**config.mk**
```make
export PLATFORM = sky130hd
export DESIGN_NAME = mm_job_sequencer
export DESIGN_NICKNAME = d
export VERILOG_FILES = /design/src/rtl/mm_job_sequencer.sv
export SDC_FILE = /design/constraint.sdc
export NUM_CORES = 1
export LEC_CHECK = 0
export ABC_AREA = 1
export BUFFER_PORTS_ARGS = -buffer_cell sky130_fd_sc_hd__buf_4
export CAP_MARGIN = 20
export CORE_MARGIN = 5
export CORE_UTILIZATION = 60
export CTS_BUF_LIST = sky130_fd_sc_hd__clkbuf_2
export DETAILED_ROUTE_END_ITERATION = 10
export GPL_TIMING_DRIVEN = 0
export PLACE_DENSITY = 0.8
export SLEW_MARGIN = 20
export SYNTH_ARGS = -nofsm -noshare
export SYNTH_HDL_FRONTEND = slang
export SYNTH_SLANG_ARGS = --single-unit
```
**constraint.sdc**
```tcl
create_clock -name clk -period 2.4 [get_ports clk]
set_input_delay 0.36 -clock clk [delete_from_list [all_inputs] [get_ports clk]]
set_output_delay 0.36 -clock clk [all_outputs]
set_load 0.1 [all_outputs]
```
**src/rtl/mm_job_sequencer.sv**
```systemverilog
// mm_job_sequencer: buffers host operands, launches and feeds the multiplier, then
// captures its result stream and serves it back through a show-ahead read port.
module mm_job_sequencer #(
  parameter int DW    = 8,
  parameter int RW    = 16,
  parameter int N_OP  = 12,
  parameter int N_RES = 4,
  parameter int LAT   = 14
) (
  input  logic          clk,
  input  logic          reset_n,
  input  logic          wr_en,
  input  logic [DW-1:0] wr_data,
  output logic          wr_ready,
  input  logic          start,
  output logic          cf_load,
  output logic [DW-1:0] din,
  input  logic [RW-1:0] dout,
  output logic          rd_valid,
  output logic [RW-1:0] rd_data,
  input  logic          rd_en,
  output logic          busy,
  output logic          done,
  output logic          err,
  input  logic          err_clr
);
  localparam int MX  = (N_OP > LAT) ? ((N_OP > N_RES) ? N_OP : N_RES) : ((LAT > N_RES) ? LAT : N_RES);
  localparam int CW  = $clog2(MX + 1);
  localparam int OCW = $clog2(N_OP + 1);
  localparam int OPW = (N_OP > 1) ? $clog2(N_OP) : 1;
  localparam int RPW = (N_RES > 1) ? $clog2(N_RES) : 1;
  localparam int RCW = $clog2(N_RES + 1);
  typedef enum logic [2:0] {S_IDLE, S_LAUNCH, S_STREAM, S_WAIT, S_CAPTURE, S_DRAIN} state_t;
  state_t         state_q, state_d;
  logic [OCW-1:0] op_cnt_q, op_cnt_d;
  logic [CW-1:0]  cnt_q, cnt_d, nxt;
  logic [RCW-1:0] res_cnt_q, res_cnt_d;
  logic [RPW-1:0] rd_ptr_q, rd_ptr_d;
  logic [DW-1:0]  din_q, din_d;
  logic           cf_load_q, cf_load_d, done_q, done_d, err_q, err_d, busy_q, busy_d;
  logic           op_we, res_we, err_ev;
  logic [DW-1:0]  op_buf_q [N_OP];
  logic [RW-1:0]  res_buf_q [N_RES];
  assign wr_ready = (state_q == S_IDLE) && (op_cnt_q < OCW'(N_OP));
  assign rd_valid = (state_q == S_DRAIN) && (res_cnt_q != '0);
  assign rd_data  = res_buf_q[rd_ptr_q];
  assign cf_load  = cf_load_q;
  assign din      = din_q;
  assign busy     = busy_q;
  assign done     = done_q;
  assign err      = err_q;
  always_comb begin
    state_d   = state_q;
    op_cnt_d  = op_cnt_q;
    cnt_d     = cnt_q;
    res_cnt_d = res_cnt_q;
    rd_ptr_d  = rd_ptr_q;
    din_d     = '0;
    cf_load_d = 1'b0;
    done_d    = 1'b0;
    res_we    = 1'b0;
    nxt       = cnt_q + CW'(1);
    op_we     = wr_en && wr_ready;
    // start is judged against the count before any same-cycle write
    err_ev    = (wr_en && !wr_ready) || (start && state_q == S_IDLE && op_cnt_q != OCW'(N_OP));
    err_d     = err_ev ? 1'b1 : err_clr ? 1'b0 : err_q;
    case (state_q)
      S_IDLE: begin
        if (op_we) op_cnt_d = op_cnt_q + OCW'(1);
        if (start && op_cnt_q == OCW'(N_OP)) begin
          state_d   = S_LAUNCH;
          cf_load_d = 1'b1;
        end
      end
      S_LAUNCH: begin
        state_d = S_STREAM;
        cnt_d   = '0;
        din_d   = op_buf_q[0];
      end
      S_STREAM: begin
        if (cnt_q == CW'(N_OP - 1)) begin
          state_d = S_WAIT;
          cnt_d   = CW'(LAT - 1);
        end else begin
          cnt_d = nxt;
          din_d = op_buf_q[nxt[OPW-1:0]];
        end
      end
      S_WAIT: begin
        if (cnt_q == '0) state_d = S_CAPTURE;
        else cnt_d = cnt_q - CW'(1);
      end
      S_CAPTURE: begin
        res_we = 1'b1;
        if (cnt_q == CW'(N_RES - 1)) begin
          state_d   = S_DRAIN;
          res_cnt_d = RCW'(N_RES);
          rd_ptr_d  = '0;
        end else cnt_d = nxt;
      end
      S_DRAIN: begin
        if (rd_en && res_cnt_q != '0) begin
          rd_ptr_d  = (rd_ptr_q == RPW'(N_RES - 1)) ? '0 : rd_ptr_q + RPW'(1);
          res_cnt_d = res_cnt_q - RCW'(1);
          if (res_cnt_q == RCW'(1)) begin
            state_d  = S_IDLE;
            op_cnt_d = '0;
            done_d   = 1'b1;
          end
        end
      end
      default: state_d = S_IDLE;
    endcase
    busy_d = (state_d != S_IDLE);
  end
  always_ff @(posedge clk or negedge reset_n) begin
    if (!reset_n) begin
      state_q   <= S_IDLE;
      op_cnt_q  <= '0;
      cnt_q     <= '0;
      res_cnt_q <= '0;
      rd_ptr_q  <= '0;
      din_q     <= '0;
      cf_load_q <= 1'b0;
      done_q    <= 1'b0;
      err_q     <= 1'b0;
      busy_q    <= 1'b0;
    end else begin
      state_q   <= state_d;
      op_cnt_q  <= op_cnt_d;
      cnt_q     <= cnt_d;
      res_cnt_q <= res_cnt_d;
      rd_ptr_q  <= rd_ptr_d;
      din_q     <= din_d;
      cf_load_q <= cf_load_d;
      done_q    <= done_d;
      err_q     <= err_d;
      busy_q    <= busy_d;
    end
  end
  // buffers carry no reset; their contents are meaningless until written
  always_ff @(posedge clk) begin
    if (op_we) op_buf_q[op_cnt_q[OPW-1:0]] <= wr_data;
    if (res_we) res_buf_q[cnt_q[RPW-1:0]] <= dout;
  end
endmodule

```
# Yosys cells after proc, flatten, opt, wreduce, memory -nomap -nowiden

Memories as Yosys holds them, arrays and structs flattened.
Index checks and enable logic that the tools add are counted.

Bits in registers: 28
Latch bits: 0
RAM bits: 160
ROM bits: 0
Bits of input ports: 30
Output and inout port bits: 30
Logic and storage cells: 92
Memories kept: 2

Memories:

| memory    | words | width | rd ports | clocked after memory_dff | wr ports | RTL line | text |
|---|---|---|---|---|---|---|---|
| op_buf_q  | 12    | 8     | 2        | 0                        | 1        | 42       | `logic [DW-1:0] op_buf_q [N_OP];` |
| res_buf_q | 4     | 16    | 1        | 0                        | 1        | 43       | `logic [RW-1:0] res_buf_q [N_RES];` |

Add/subtract/negate cells: 5
$mul: 0
Divide/modulo/power cells: 0
$lt $le $gt $ge: 1
Eq/ne operators: 17
Shifts and indexed selects: 0
Mux-type cells: 36
Bitwise operators: 0
Reduce and logical (&&, ||, !) cells: 21

Operators with widths:

| kind                  | number |
|---|---|
| $mux W3               | 8 |
| $mux W4               | 6 |
| $pmux W3 S6           | 1 |
| $pmux W4 S4           | 1 |
| $pmux W8 S2           | 1 |
| $mux W1               | 12 |
| $add A4 B1 Y4 const B | 2 |
| $eq A4 B4 Y1 const B  | 2 |
| $logic_and A1 B1 Y1   | 8 |
| $mux W8               | 1 |
| $ne A2 B2 Y1 const B  | 4 |
| $pmux W4 S2           | 1 |
| $eq A3 B1 Y1 const B  | 2 |
| $eq A3 B2 Y1 const B  | 2 |
| $eq A3 B3 Y1 const B  | 2 |
| $mux W2               | 3 |
| $pmux W3 S2           | 1 |
| $reduce_and A3 Y1     | 2 |
| $reduce_bool A2 Y1    | 3 |
| $reduce_bool A3 Y1    | 2 |
| $eq A4 B2 Y1 const B  | 1 |
| $logic_not A4 Y1      | 1 |
| $lt A4 B4 Y1 const B  | 1 |
| $ne A2 B1 Y1 const B  | 2 |
| other kinds (11)      | 11 |

# Logic depth before layout (Yosys ltp)

Depth in word-level cells: 6
Mapped depth: 13
Depth with buffers taken out: 9

# Worst setup path after synthesis

OpenSTA, ideal clock, no wires.

Path kind: register -> output
Start: reg rd_ptr_q[0]
End: out rd_data[11]
Data arrival time: 2,393 ps
Required time: 2,040 ps
Path slack: -353 ps
Stages on the path, launching flop included: 5
Buffers on the path: 1
Cells stage by stage: dfrtp_1 > inv_1 > clkbuf_1 > o21ai_0 > o22ai_1

Word-level cells in the longest chain between the ends: 1

RTL lines:

| item                     | RTL line | text |
|---|---|---|
| start: declaration       | 38       | `logic [RPW-1:0] rd_ptr_q, rd_ptr_d;` |
| start signal: assignment | 133      | `rd_ptr_q <= rd_ptr_d;` |
| $mem_v2 Z4 W16           | --       |  |
| end: declaration         | 20       | `output logic [RW-1:0] rd_data,` |

Every way passes these cells.

# Worst setup path after layout

Start: reg rd_ptr_q[0]
End: out rd_data[13]

Same word-level chain as after synthesis.

==> out/metrics.yaml <==
placement:
  dpl_cell_area_mm2: 0.00896
  hpwl_um: 12200
  portBuffers: 59
  globalplace.congestion: 0.903
  dp_cells: 963
  place_ws_ns: -0.0302
sta:
  finalCritPeriodShare_pct: 102
  layout_min_cycle_time_ns: 2.46
  setup_slack_ns: -0.0551
  timing.fmax_mhz: 407
  relSlewSlack_pct: 39.5
  setup-tns-final_ns: -0.0697
  hold_slack_ns: 0.0931
  rsz0062_at_grt: "yes"
  setup_violations: 4
  hold_viol_final: 0
  finalClockSkew_ns: 0.0388
  drv_slew: 0
  worst_pin_slew_ns: 0.904
power_and_ir_drop:
  p_leak_nw: 4.14
  p_per_area_mw_per_mm2: 1250
  max-vdd-ir-drop_mv: 0.678
  total_power_mw: 12.6
setup_path:
  path_max_fanout: 6
  end_kind: "output port"
  worstSetupPathType: "flip-flop to output port"
  cp.required_ns: 2.04
  startpoint_type: "flip-flop"
  cp.arrival_ns: 2.10
floorplan:
  initial_core_util_pct: 61.1
  die_h_um: 126
  io_pins: 60
  coreArea_mm2: 0.0132
  rows: 42
  die_w_um: 126
  die_area_mm2: 0.0159
synthesis:
  synthFlopType: "edfxtp_1"
  ys_types: 37
  synth_top_area_share_pct: 59.3
  synthTopCellsByArea: "edfxtp_1 59%, dfrtp_1 8.7%, nand2_1 7.3%, nand3_1 3.8%, inv_1 3.5%"
  async_flop_share_pct: 14.9
  yosysSeqAreaShare_pct: 68.0
  synth.net_count: 767
  netlist_instances: 724
  synth_seq_cells: 188
  synth_edf_count: 160
  avgSynthCellArea_um2: 11.2
  synth_area_leader_cell: "edfxtp_1"
  synth_warnings: 0
  syn_area_mm2: 0.00810
hold_path:
  min_path_type: "input pin to flip-flop"
final_layout:
  area_growth_pct: 25.0
  fin_nets: 893
  drive_above_1_share_pct: 26.5
  fin_area_mm2: 0.0101
  utilization_pct: 76.4
  antennaDiodeCount: 0
  final_cells: 1039
routing:
  final_antenna_net_count: 0
  drc_errors: 0
  vias: 5901
  dr.first_iter.drc_count: 674
  post_drt_via_cell_ratio: 5.68
  drt_first_pass_iters: 5
  wire_per_inst_um: 19.6
  wirelength_um: 20300
clocking:
  cts-root-buf: "clkbuf_2"
  cts_buffers: 17
  clock-sinks: 188
  htree_levels: 4
  clkLatencyLatePin_ns: 0.77
  path_clk_slew_ns: 0.21
  clockBufferDepth: 2
  cts_tree: "yes"
global_route:
  antenna_found_initial: 0
  grt_pass1_vias: 5777
  grt_start_max_net_pins: 23
  grt.overflow.total: 0
  gr-usage-all-layers_pct: 24.8
  grt_pass1_wl_um: 30100
job:
  maxCapViolations: 0
status:
  status: "finished with violations"
  violations: "negative setup slack"
-- worst paths after layout --
check	startpoint	endpoint	slack, ns	depth (start not counted)
min in group asynchronous	reset_n	cnt_q[0]	0.54	3
min reg2reg	op_buf_q[0][2]	din[2]	0.51	2
min	wr_en	op_cnt_q[3]	0.09	5
max reg2reg	cnt_q[0]	din[7]	0.20	12
max in group asynchronous	reset_n	din[5]	0.73	4
max	rd_ptr_q[0]	rd_data[13]	-0.06	5
-- placed cells by master, fill, tap and decap left out, types with 12 or more instances in the layout --
cell,n
inv_1,72
buf_2,13
o22ai_2,16
nand2_1,157
edfxtp_1,160
nand3_1,62
nor2_2,14
clkbuf_2,20
o21ai_2,16
o21ai_1,23
nor2_1,56
dfrtp_1,24
o21ai_0,26
dlygate4sd3_1,30
buf_4,56
buf_12,20
inv_2,12
ha_1,13
-- sequential cells by signal, summed over array words and instances, names as in the netlist --
| register | cells |
|---|---|
| op_buf_q | 96 |
| res_buf_q | 64 |
| din | 8 |
| cnt_q | 4 |
| op_cnt_q | 4 |
| res_cnt_q | 3 |
| state_q | 3 |
| rd_ptr_q | 2 |
| busy | 1 |
| cf_load | 1 |
| done | 1 |
| err | 1 |
-- report_power, final --
group          internal, mW  total, mW  switching [mW]
registers              3.87       4.07           0.206
logic                  2.26       6.87            4.60
clock network         0.690       1.71            1.02
total                  6.82       12.6            5.83
-- layout make-up --
class	instances	area [um2]
plain buffers	24	203
inverters	89	347
flip-flops and latches	188	5510
repair buffers	108	1160
well taps	176	220
multi-input cells	422	2400
fillers	757	3130
clock buffers	20	100
clock inverters	12	171
-- worst max-delay path, cell delays in order, from the launching register on --
cell and delay, ns:
dfrtp_2 0.52, clkinv_4 0.15, buf_8 0.17, nor2_1 0.18
o22ai_2 0.15, buf_12 0.19
-- cells by family after synthesis --
kind of cell	count (synthesis)	share of synthesized area, %
AND/OR/NAND/NOR	314	17.1
adder cells (fa/ha/maj)	13	2.01
XOR/XNOR	5	1.05
flip-flops	188	68.0
AO/OA/AOI/OAI	90	6.13
buffers and inverters	114	5.72
-- repair_timing --
action	CTS	global route
endpoints found under the setup margin	30	28
endpoints found under the hold margin	192	0
resized for setup	66	94
gates cloned	0	1
hold buffers	30	0
pin swaps	2	9
setup buffers	6	8
-- per-layer routing --
| layer | GRT usage [%] | vias to the layer above | routed length [um] |
|---|---|---|---|
| li1 | - | 2698 | - |
| met1 | 30.2 | 2840 | 7550 |
| met2 | 43.0 | 307 | 10600 |
| met3 | 4.74 | 56 | 1460 |
| met4 | 11.1 | 0 | 774 |
| met5 | 0 | - | 0 |
-- synthesized netlist by cell type, drive strengths merged, types with 2 or more instances --
cell    instances
a21boi          2
buf            18
clkbuf          7
dfrtp          28
edfxtp        160
ha             13
inv            88
nand2         161
nand3          67
nor2           73
nor3           12
o21ai          68
o22ai          18
xnor2           2
xor2            3
Note: power is estimated with default switching activity, not from simulation.
